==> src/rtl/identify_pkg.sv <==
// Shared POWER ISA opcode constants, field types and slice helpers for the identify stage.
// Optional perf counter in the top is enabled with IDENTIFY_PERF_CNT_EN.
package identify_pkg;

  typedef logic [0:31] word_t;

  typedef struct packed {
    logic iForm;
    logic bForm;
    logic condLr;
    logic condCtr;
    logic condTar;
  } bru_forms_t;

  localparam logic [5:0] PO_PREFIX = 6'd1;
  localparam logic [5:0] PO_BC     = 6'd16;
  localparam logic [5:0] PO_B      = 6'd18;
  localparam logic [5:0] PO_XL     = 6'd19;

  localparam logic [9:0] XO_BCLR   = 10'd16;
  localparam logic [9:0] XO_BCCTR  = 10'd528;
  localparam logic [9:0] XO_BCTAR  = 10'd560;

  // Big-endian numbering: bit 0 is the MSB of the word.
  function automatic logic [5:0] getPo(input word_t w);
    return w[0:5];
  endfunction

  function automatic logic [9:0] getXo(input word_t w);
    return w[21:30];
  endfunction

endpackage

==> src/rtl/identify_if.sv <==
// Bus between the fetch side (master) and the identify stage (slave).
import identify_pkg::*;

interface identify_if;
  logic        i_en;
  logic [0:63] i_instr;
  word_t       o_bru_instr;
  logic        o_bru_en;
  logic        o_bru_i_form;
  logic        o_bru_b_form;
  logic        o_bru_cond_LR;
  logic        o_bru_cond_CTR;
  logic        o_bru_cond_TAR;

  modport master (
    output i_en, i_instr,
    input  o_bru_instr, o_bru_en, o_bru_i_form, o_bru_b_form,
           o_bru_cond_LR, o_bru_cond_CTR, o_bru_cond_TAR
  );

  modport slave (
    input  i_en, i_instr,
    output o_bru_instr, o_bru_en, o_bru_i_form, o_bru_b_form,
           o_bru_cond_LR, o_bru_cond_CTR, o_bru_cond_TAR
  );
endinterface

==> src/rtl/identify_bru_decode.sv <==
// Pure combinational branch-form decode of a single 32-bit instruction word.
import identify_pkg::*;

module identify_bru_decode (
  input  word_t      instr_i,
  output bru_forms_t forms_o
);

  logic [5:0] po;
  logic [9:0] xo;

  assign po = getPo(instr_i);
  assign xo = getXo(instr_i);

  // Opcode 19 is shared with mcrf, isync and the CR logicals, so only three XOs count.
  always_comb begin
    forms_o = '0;
    case (po)
      PO_B:  forms_o.iForm = 1'b1;
      PO_BC: forms_o.bForm = 1'b1;
      PO_XL: begin
        case (xo)
          XO_BCLR:  forms_o.condLr  = 1'b1;
          XO_BCCTR: forms_o.condCtr = 1'b1;
          XO_BCTAR: forms_o.condTar = 1'b1;
          default:  forms_o = '0;
        endcase
      end
      default: forms_o = '0;
    endcase
  end

endmodule

==> src/rtl/identify.sv <==
// Identify stage top: gates the branch decode with enable/reset and forwards branches to the BRU.
// Define IDENTIFY_PERF_CNT_EN to add the o_branch_cnt branch counter.
import identify_pkg::*;

module identify (
  input  logic       i_clk,
  input  logic       i_rst,
  identify_if.slave  bus
`ifdef IDENTIFY_PERF_CNT_EN
  ,
  output logic [31:0] o_branch_cnt
`endif
);

  word_t      firstWord;
  bru_forms_t rawForms;
  bru_forms_t forms;
  logic       active;
  logic       bruEn;

  assign firstWord = bus.i_instr[0:31];
  assign active    = bus.i_en & ~i_rst;

  identify_bru_decode uDecode (
    .instr_i (firstWord),
    .forms_o (rawForms)
  );

  assign forms = active ? rawForms : '0;
  assign bruEn = |forms;

  assign bus.o_bru_en       = bruEn;
  assign bus.o_bru_i_form   = forms.iForm;
  assign bus.o_bru_b_form   = forms.bForm;
  assign bus.o_bru_cond_LR  = forms.condLr;
  assign bus.o_bru_cond_CTR = forms.condCtr;
  assign bus.o_bru_cond_TAR = forms.condTar;
  assign bus.o_bru_instr    = bruEn ? firstWord : '0;

`ifdef IDENTIFY_PERF_CNT_EN
  logic [31:0] branchCnt_q;
  logic [31:0] branchCnt_d;
  logic [31:0] unusedBits;

  // Reset wins over increment; the add wraps naturally at 32 bits.
  always_comb begin
    branchCnt_d = branchCnt_q;
    if (i_rst)
      branchCnt_d = '0;
    else if (bruEn)
      branchCnt_d = branchCnt_q + 32'd1;
  end

  always_ff @(posedge i_clk) begin
    branchCnt_q <= branchCnt_d;
  end

  assign o_branch_cnt = branchCnt_q;
  assign unusedBits   = bus.i_instr[32:63];
`else
  logic [32:0] unusedBits;

  assign unusedBits = {i_clk, bus.i_instr[32:63]};
`endif

endmodule

==> src/flat_wrapper.sv <==
// flat-port wrapper written by rule: the top's interface ports become plain ports
module identify_flat 
  (i_clk, i_rst, bus_i_en, bus_i_instr, bus_o_bru_instr, bus_o_bru_en, bus_o_bru_i_form, bus_o_bru_b_form, bus_o_bru_cond_LR, bus_o_bru_cond_CTR, bus_o_bru_cond_TAR);
  identify_if bus_i ();
  input  logic i_clk;
  input  logic i_rst;
  input wire logic [$bits(bus_i.i_en)-1:0] bus_i_en;
  input wire logic [$bits(bus_i.i_instr)-1:0] bus_i_instr;
  output wire logic [$bits(bus_i.o_bru_instr)-1:0] bus_o_bru_instr;
  output wire logic [$bits(bus_i.o_bru_en)-1:0] bus_o_bru_en;
  output wire logic [$bits(bus_i.o_bru_i_form)-1:0] bus_o_bru_i_form;
  output wire logic [$bits(bus_i.o_bru_b_form)-1:0] bus_o_bru_b_form;
  output wire logic [$bits(bus_i.o_bru_cond_LR)-1:0] bus_o_bru_cond_LR;
  output wire logic [$bits(bus_i.o_bru_cond_CTR)-1:0] bus_o_bru_cond_CTR;
  output wire logic [$bits(bus_i.o_bru_cond_TAR)-1:0] bus_o_bru_cond_TAR;
  assign bus_i.i_en = bus_i_en;
  assign bus_i.i_instr = bus_i_instr;
  assign bus_o_bru_instr = bus_i.o_bru_instr;
  assign bus_o_bru_en = bus_i.o_bru_en;
  assign bus_o_bru_i_form = bus_i.o_bru_i_form;
  assign bus_o_bru_b_form = bus_i.o_bru_b_form;
  assign bus_o_bru_cond_LR = bus_i.o_bru_cond_LR;
  assign bus_o_bru_cond_CTR = bus_i.o_bru_cond_CTR;
  assign bus_o_bru_cond_TAR = bus_i.o_bru_cond_TAR;
  identify u_core (.i_clk(i_clk), .i_rst(i_rst), .bus(bus_i));
endmodule
==> config.mk <==
export PLATFORM = sky130hd
export DESIGN_NAME = identify_flat
export DESIGN_NICKNAME = d
export VERILOG_FILES = /design/src/rtl/identify_pkg.sv /design/src/rtl/identify_if.sv /design/src/rtl/identify_bru_decode.sv /design/src/rtl/identify.sv /design/src/flat_wrapper.sv
export SDC_FILE = /design/constraint.sdc
export NUM_CORES = 1
export LEC_CHECK = 0
export ABC_AREA = 1
export CAP_MARGIN = 5
export CORE_AREA = 2 2 41 43
export DETAILED_ROUTE_END_ITERATION = 10
export DIE_AREA = 0 0 43 45
export DONT_BUFFER_PORTS = 1
export PLACE_DENSITY = 0.54
export SETUP_SLACK_MARGIN = 0.1
export SLEW_MARGIN = 20
export SYNTH_ARGS = -nofsm -noshare
export SYNTH_HDL_FRONTEND = slang
export SYNTH_SLANG_ARGS = --single-unit
==> constraint.sdc <==
create_clock -name vclk -period 2.9
set_input_delay 0.29 -clock vclk [all_inputs]
set_output_delay 0.29 -clock vclk [all_outputs]
set_load 0.02 [all_outputs]
==> results of run 1 <==
[per-layer routing]
metal | vias to the layer above | routed length, um | part of all wire, % | global-route usage [%]
met5 | - | 0 | 0 | 0
met4 | 0 | 0 | 0 | 0
met1 | 185 | 415 | 41 | 10.4
li1 | 257 | - | - | -
met2 | 54 | 438 | 44 | 18.2
met3 | 0 | 151 | 15 | 0.800
[worst max-delay path by stage]
stage / start / end / depth (start not counted) / slack [ns]
floorplan: bus_i_instr[40] / bus_o_bru_instr[10] / 7 / 1.31
global placement: bus_i_instr[40] / bus_o_bru_instr[6] / 6 / 1.01
detailed placement: bus_i_instr[40] / bus_o_bru_instr[6] / 6 / 0.99
CTS: bus_i_instr[40] / bus_o_bru_instr[6] / 6 / 0.99
global route: bus_i_instr[40] / bus_o_bru_instr[10] / 6 / 0.84
finish: bus_i_instr[40] / bus_o_bru_instr[6] / 6 / 1.03
[through the flow]
stage               std cells  setup slack (ns)  area [um^2]  utilization [%]
floorplan                 102              1.31          438                -
global placement          112              1.01          408             27.7
detailed placement        112             0.991          408             27.7
CTS                       112             0.989          408             27.7
global route              112             0.840          408             27.7
finish                    112              1.03          408             27.7
[worst max-delay path: cells and delay by family]
kind                   cells  cell delay, ns
AND/OR/NAND/NOR            5            1.10
buffers and inverters      1            0.18
[cells in the final DEF, fill, tap and decap left out]
cell / Yosys / layout
nor4_1: 1 / 1
or2_0: 1 / 1
nor3_1: 1 / 1
nand2_1: 35 / 35
inv_1: 37 / 37
nor2_2: 1 / 1
conb_1: 1 / 3
nand3_1: 5 / 5
nand3_2: 2 / 2
nor2_1: 10 / 10
[report_power, final]
group          internal [uW]  switching, uW
combinational           4.00           11.7
clock                      0              0
sequential                 0              0
[cells by family after synthesis]
group / after synthesis
other: 1
and+or+nand+nor: 56
buffers and inverters: 43
[cell usage after synthesis]
cell | number | area share (%)
buf_2 | 1 | 1.2
buf_4 | 3 | 5.2
buf_6 | 2 | 5.2
conb_1 | 1 | 0.87
inv_1 | 37 | 32
nand2_1 | 35 | 31
nand3_1 | 5 | 5.8
nand3_2 | 2 | 4.7
nor2_1 | 10 | 8.7
nor2_2 | 1 | 1.5
nor3_1 | 1 | 1.2
nor4_1 | 1 | 1.5
or2_0 | 1 | 1.5
[area by class of cell]
type               count  share of cell area, %
inverters             37                   34.0
multi-input cells     59                   61.0
well taps             16                   4.91
==> metrics.yaml, run 1 <==
post_cts.resized_instances: 0
place_hpwl_um: 894
grt_antenna_before_repair: 0
synth_compound_area_share_pct: 0
synthMuxAreaShare_pct: 0
dr_total_vias: 496
hold_start: "bus_i_instr[42]"
synth_cells: 100
fin_nets: 165
crit_path_cell_trace: "or2_0 > nor2_2 > nand3_1 > nand3_2 > nand2_1 > inv_1"
wirelength_mm: 1.01
peakVddDrop_uv: 14.3
nFlopsAndLatches: 0
die_h_um: 45
grt_pass1_wl_mm: 1.38
crit_path_top_delay_cell: "nand3_2"
drc: 0
required_ns: 2.61
die_w_um: 43
layout-drive-gt1-share_pct: 3.13
setup_viol_count_final: 0
slew_viol_final: 0
rows: 14
yosysWarnings: 0
worst_hold_path.endpoint: "bus_o_bru_cond_LR"
status: "finished clean"
synth.avg_cell_area_um2: 4.30
antenna_left: 0
powerDensity_mw_per_mm2: 38.6
pin_count: 105
p_leak_uw: 0.000416
synth_top_family_by_area: "simple AND/OR/NAND/NOR gates"
post-route-period-util_pct: 64.3
overflow: 0
ys_seq_area_share_pct: 0
nClkBuffers: 0
routedWlPerCell_um: 8.98
core_area_mm2: 0.00147
first_pass_iters: 4
area_growth_pct: -5.23
initial_core_util_pct: 29.3
synthAdderAreaFrac_pct: 0
cts_hold_buf: 0
max_freq_mhz: 536
holdCritPathClass: "primary input to output pin"
rsz0062_at_grt: "false"
synth_area_um2: 430
max_stage_delay_ns: 0.45
grt_pass1_vias: 368
io_buffers: 0
maxCapViolations: 0
drtIter0Drc: 6
path_class: "primary input to output pin"
critPathArrivalTime_ns: 1.58
post_cts_buffers: 0
slew_headroom_pct: 41.5
grt_max_degree: 30
crit_fanout: 29
multi_input_area_um2: 249
startpoint_type: "primary input"
routabilityCongestion: 0.729
yosys.area_share.simple_pct: 55.2
grt_usage_pct: 8.79
fin_tns_setup_ns: 0
whs_ns: 0.665
hold_viol_final: 0
fillers: 170
avgViaCountPerCell: 4.43
post-route-min-period_ns: 1.87
endpoint_kind: "output pin"
tightest_slew_ns: 0.870
hold_depth: 1
die_area_mm2: 0.00194
yosysUniqueCellTypes: 13
diodes: 0
p_total_uw: 15.7
synth-xor-area-share_pct: 0
seqCellArea_um2: 0
(Power assumes the default switching activity.)
==> run 2: changes to the inputs <==
--- a/config.mk
+++ b/config.mk
@@ -11,7 +11,7 @@
 export DETAILED_ROUTE_END_ITERATION = 10
 export DIE_AREA = 0 0 43 45
 export DONT_BUFFER_PORTS = 1
-export PLACE_DENSITY = 0.54
+export PLACE_DENSITY = 0.55
 export SETUP_SLACK_MARGIN = 0.1
 export SLEW_MARGIN = 20
 export SYNTH_ARGS = -nofsm -noshare
==> constraint.sdc (replaced) <==
create_clock -name vclk -period 1.6
set_input_delay 0.16 -clock vclk [all_inputs]
set_output_delay 0.16 -clock vclk [all_outputs]
set_load 0.02 [all_outputs]
==> run 2 against run 1 <==
Compared with the run above: power up 85%; non-clock buffer count grew 3; global-route usage decreased by 1.0 points; combinational power rose by 86%; worst setup slack got worse by 0.81 ns; final cell count grew 2.7%; first-iteration DRC count up 33%; via count is 2.0% higher; critical endpoint is now bus_o_bru_instr[12].
==> metrics.yaml, run 2 (synthesized netlist as in run 1, its figures left out) <==
first_pass_iters: 3  # was 4
antenna_left: 0  # unchanged
required_ns: 1.44  # was 2.61 ns
layout_commonest_cell: "inv_1"  # unchanged
nClkBuffers: 0  # unchanged
drc: 0  # unchanged
setup_viol_count_final: 0  # unchanged
grt_pass1_wl_mm: 1.22  # was 1.38 mm
area_growth_pct: 2.91  # was -5.23%
post_cts.resized_instances: 0  # unchanged
overflow: 0  # unchanged
final_cell_mix: "inv_1, nand2_1, nor2_1, nand3_1, conb_1"  # unchanged
initial_core_util_pct: 29.3  # unchanged
core_area_mm2: 0.00147  # unchanged
layout-drive-gt1-share_pct: 6.06  # was 3.13%
crit_path_start: "bus_i_instr[40]"  # unchanged
fin_tns_setup_ns: 0  # unchanged
pin_count: 105  # unchanged
wirelength_um: 981  # was 1.01 mm
grt_max_degree: 22  # was 30
grt_pass1_vias: 346  # was 368
fin_area_um2: 443  # was 408 um^2
routabilityCongestion: 0.700  # was 0.729
fin_nets: 168  # was 165
fillers: 171  # was 170
io_buffers: 0  # unchanged
drtIter0Drc: 8  # was 6
crit_fanout: 8  # was 29
diodes: 0  # unchanged
p_leak_uw: 0.000435  # was 0.000416 uW
die_area_mm2: 0.00194  # unchanged
hold_viol_final: 0  # unchanged
place_hpwl_um: 888  # was 894 um
dr_total_vias: 506  # was 496
grt_antenna_before_repair: 0  # unchanged
placed_cell_area_um2: 443  # was 408 um^2
slew_viol_final: 0  # unchanged
startpoint_type: "primary input"  # unchanged
status: "finished clean"  # unchanged
routedWlPerCell_um: 8.53  # was 8.98 um
grt.met3_usage_pct: 0  # was 0.800%
rows: 14  # unchanged
grt_use_met2_pct: 17.9  # was 18.2%
hold_start: "bus_i_instr[42]"  # unchanged
maxCapViolations: 0  # unchanged
nFlopsAndLatches: 0  # unchanged
post-route-min-period_ns: 1.38
critPathArrivalTime_ns: 1.22  # was 1.58 ns
avgViaCountPerCell: 4.40  # was 4.43
holdCritPathClass: "primary input to output pin"  # unchanged
powerDensity_mw_per_mm2: 65.9  # was 38.6 mW/mm^2
die_h_um: 45  # unchanged
seqCellArea_um2: 0  # unchanged
grt_usage_pct: 7.78  # was 8.79%
rsz0062_at_grt: "false"  # unchanged
grt_util_met1_pct: 8.19  # was 10.4%
max_freq_mhz: 725
post-route-period-util_pct: 86.2
busiest_layer: "met2"  # unchanged
cts_hold_buf: 0  # unchanged
die_w_um: 43  # unchanged
post_cts_buffers: 0  # unchanged
peakVddDrop_uv: 35.1  # was 14.3 uV
endpoint_kind: "output pin"  # unchanged
path_class: "primary input to output pin"  # unchanged
run 2: changes by cell type in the layout (fill, tap and decap cells not counted):
cell and delta:
buf_12 +1, buf_4 +2
run 2: worst paths after layout:
path / end / slack [ns] / cells past startpoint
setup / recovery: bus_o_bru_instr[12] / 0.22 / 7
hold / removal: bus_o_bru_cond_LR / 0.40 / 1
run 2: final cells by class:
cell class | instances | area [um^2] | share of cell area, %
Multi-Input combinational cell | 59 | 249 | 56.2
Inverter | 37 | 139 | 31.4
Timing Repair Buffer | 3 | 35.0 | 7.91
Tap cell | 16 | 20.0 | 4.52
run 2: power by group:
part	leakage [uW]	internal, uW	total, uW	switching [uW]
logic	0.000435	8.03	29.2	21.2
clock network	0	0	0	0
registers	0	0	0	0
total	0.000435	8.03	29.2	21.2
run 2: through the flow:
stage / power (uW) / std cells / hold slack, ns / setup WS (ns) / utilization (%)
floorplan: 32.3 / 102 / 0.400 / 0.266 / -
global placement: 28.9 / 115 / 0.403 / 0.217 / 30.1
detailed placement: 29.2 / 115 / 0.407 / 0.212 / 30.1
CTS: 29.3 / 115 / 0.407 / 0.200 / 30.1
global route: 34.3 / 115 / 0.408 / 0.149 / 30.1
finish: 29.2 / 115 / 0.404 / 0.220 / 30.1
run 2: per-layer routing:
metal | share of wire (%) | wire (um)
met1 | 41 | 400
met2 | 46 | 451
met3 | 13 | 130
met4 | 0 | 0
met5 | 0 | 0
run 2: worst max-delay path: stages:
cell and delay [ns]:
or2_0 0.22, nor2_2 0.15, nand3_1 0.15, nand3_2 0.13, buf_4 0.19, nand2_1 0.07, inv_1 0.16
==> run 3: changes to the inputs <==
==> constraint.sdc (replaced) <==
create_clock -name vclk -period 1.6
set_input_delay 0.16 -clock vclk [all_inputs]
set_output_delay 0.16 -clock vclk [all_outputs]
set_load 0.1 [all_outputs]
==> run 3 against run 2 <==
Compared with the run above: the flow now stops in 4_1_cts; synthesized cell count unchanged; area after synthesis did not move.
==> metrics.yaml, run 3 <==
place_inst: 150  # was 115
synth_area_um2: 430  # unchanged
synth_cells: 100  # unchanged
cts_hold_buf: 0  # unchanged
die_w_um: 43  # unchanged
synth.avg_cell_area_um2: 4.30  # unchanged
failing_step: "4_1_cts"
status: "did not finish"  # was finished clean
routabilityCongestion: 0.674  # was 0.700
place_hpwl_mm: 2.45  # was 888 um
yosys-top-cells-count: "inv_1, nand2_1, nor2_1"  # unchanged
synth_area_leaders: "inv_1, nand2_1, nor2_1, nand3_1, buf_4"  # unchanged
die_h_um: 45  # unchanged
rows: 14  # unchanged
yosysTopAreaCell: "inv_1"  # unchanged
yosysWarnings: 0  # unchanged
pin_count: 105  # unchanged
io_buffers: 0  # unchanged
ys_seq_area_share_pct: 0  # unchanged
post_cts_buffers: 5  # was 0
synth_top_area_share_pct: 32.3  # unchanged
yosysUniqueCellTypes: 13  # unchanged
initial_core_util_pct: 29.3  # unchanged
post_cts.resized_instances: 8  # was 0
error_line: "[ERROR DPL-0038] Utilization greater than 100%, impossible to legalize"
yosys.cell_count.top_type: "inv_1"  # unchanged
-- run 3: cell counts after synthesis --
No cell type changed its count.
-- run 3: stage by stage --
| stage | worst slack (ns) | util, % | instance area [um^2] |
|---|---|---|---|
| after global placement | 0.0764 | 96.4 | 1420 |
| after floorplan | -0.0988 | - | 742 |
| after detailed placement | -0.0420 | 96.4 | 1420 |
-- run 3: logic make-up after synthesis --
| kind of cell | after synthesis | share of synthesized area, % |
|---|---|---|
| other cells | 1 | 0.871 |
| buf+inv | 43 | 43.9 |
| simple gates | 56 | 55.2 |
==> run 4: changes to the inputs <==
--- a/config.mk
+++ b/config.mk
@@ -7,12 +7,11 @@
 export LEC_CHECK = 0
 export ABC_AREA = 1
 export CAP_MARGIN = 5
-export CORE_AREA = 2 2 41 43
+export CORE_AREA = 2 2 63 65
 export DETAILED_ROUTE_END_ITERATION = 10
-export DIE_AREA = 0 0 43 45
+export DIE_AREA = 0 0 65 67
 export DONT_BUFFER_PORTS = 1
-export PLACE_DENSITY = 0.55
-export SETUP_SLACK_MARGIN = 0.1
+export PLACE_DENSITY_LB_ADDON = 0.15
 export SLEW_MARGIN = 20
 export SYNTH_ARGS = -nofsm -noshare
 export SYNTH_HDL_FRONTEND = slang
==> constraint.sdc (replaced) <==
create_clock -name vclk -period 2.1
set_input_delay 0.21 -clock vclk [all_inputs]
set_output_delay 0.21 -clock vclk [all_outputs]
set_load 0.1 [all_outputs]
==> run 4 against run 3 <==
Compared with the run above: the flow now finishes without violations.
==> metrics.yaml, run 4 (synthesized netlist as in run 1, its figures left out) <==
crit_fanout: 29
die_area_mm2: 0.00436
p_total_uw: 65.4
core_area_mm2: 0.00361
pin_count: 105  # unchanged
fin_nets: 210
required_ns: 1.89
dr_total_vias: 677
nClkBuffers: 0
post_cts.resized_instances: 0  # was 8
endpoint: "bus_o_bru_instr[25]"
setup_viol_count_final: 0
wirelength_mm: 1.74
layout-drive-gt1-share_pct: 43.3
overflow: 0
drc: 0
grt_antenna_before_repair: 0
status: "finished clean"  # was did not finish
maxCapViolations: 0
routedWlPerCell_um: 9.18
grt_max_degree: 30
endpoint_kind: "output pin"
final_cell_mix: "nand2_1, buf_12, inv_1, buf_4, clkinvlp_4"
peakVddDrop_uv: 32.4
crit_path_cell_trace: "or2_0 > nor2_2 > nand3_2 > nand3_2 > buf_12 > nand2_1 > buf_4 > clkinvlp_4 > buf_12"
path_class: "primary input to output pin"
diodes: 0
slew_viol_final: 0
fin_tns_setup_ns: 0
grt_usage_pct: 7.10
fillers: 390
die_h_um: 67  # was 45 um
cts_hold_buf: 0  # unchanged
post-route-period-util_pct: 80.8
rows: 22  # was 14
critPathArrivalTime_ns: 1.49
powerDensity_mw_per_mm2: 54.2
hold_viol_final: 0
antenna_left: 0
startpoint_type: "primary input"
grt_pass1_vias: 601
first_pass_iters: 3
io_buffers: 0  # unchanged
place_hpwl_mm: 1.60  # was 2.45 mm
max_stage_delay_ns: 0.22
seqCellArea_um2: 0
drtIter0Drc: 17
routabilityCongestion: 0.629  # was 0.674
avgViaCountPerCell: 3.58
crit_path_start: "bus_i_instr[40]"
layout_commonest_cell: "nand2_1"
rsz0062_at_grt: "false"
max_freq_mhz: 589
die_w_um: 65  # was 43 um
nFlopsAndLatches: 0
stdcell_count: 189
initial_core_util_pct: 11.9  # was 29.3%
holdCritPathClass: "primary input to output pin"
post_cts_buffers: 0  # was 5
p_leak_uw: 0.000637
post-route-min-period_ns: 1.70
place_inst: 189  # was 150
grt_pass1_wl_mm: 2.59
crit_path_top_delay_cell: "or2_0"
area_growth_pct: 180
-- run 4: per-layer routing --
| metal | global-route usage, % | wire (um) | up-vias |
|---|---|---|---|
| met2 | 13.5 | 868 | 43 |
| met5 | 0 | 0 | - |
| met1 | 8.30 | 573 | 289 |
| met4 | 0 | 0 | 0 |
| li1 | - | - | 345 |
| met3 | 2.03 | 294 | 0 |
-- run 4: worst min path at each step --
stage                          startpoint           endpoint  slack (ns)  depth (start not counted)
after floorplan                     i_rst   bus_o_bru_b_form        0.53                          1
after global placement    bus_i_instr[42]  bus_o_bru_cond_LR        0.66                          2
after detailed placement  bus_i_instr[42]  bus_o_bru_cond_LR        0.66                          2
after CTS                 bus_i_instr[42]  bus_o_bru_cond_LR        0.66                          2
after global routing      bus_i_instr[42]  bus_o_bru_cond_LR        0.66                          2
final                     bus_i_instr[42]  bus_o_bru_cond_LR        0.66                          2
-- run 4: final cells by class --
class	count	area, um^2	share of cell area (%)
tap	48	60.1	4.98
multi-input combinational	59	272	22.5
timing repair buffer	45	701	58.2
inverter	37	173	14.3
-- run 4: metrics by stage --
stage	instance area [um^2]	utilization, %	hold slack (ns)	setup WS (ns)
floorplan	487	-	0.531	-0.0570
global placement	1200	33.4	0.657	0.394
detailed placement	1200	33.4	0.658	0.380
CTS	1200	33.4	0.659	0.369
global route	1200	33.4	0.661	0.284
finish	1200	33.4	0.658	0.404
-- run 4: worst max-delay path: cells and delay by family --
| kind | cells | cell delay (ns) |
|---|---|---|
| AND/OR/NAND/NOR | 5 | 0.72 |
| buffers and inverters | 4 | 0.54 |
-- run 4: report_power, final --
part | total, uW | leakage, uW | switching, uW | internal [uW]
Clock | 0 | 0 | 0 | 0
Sequential | 0 | 0 | 0 | 0
Combinational | 65.4 | 0.000637 | 51.2 | 14.1
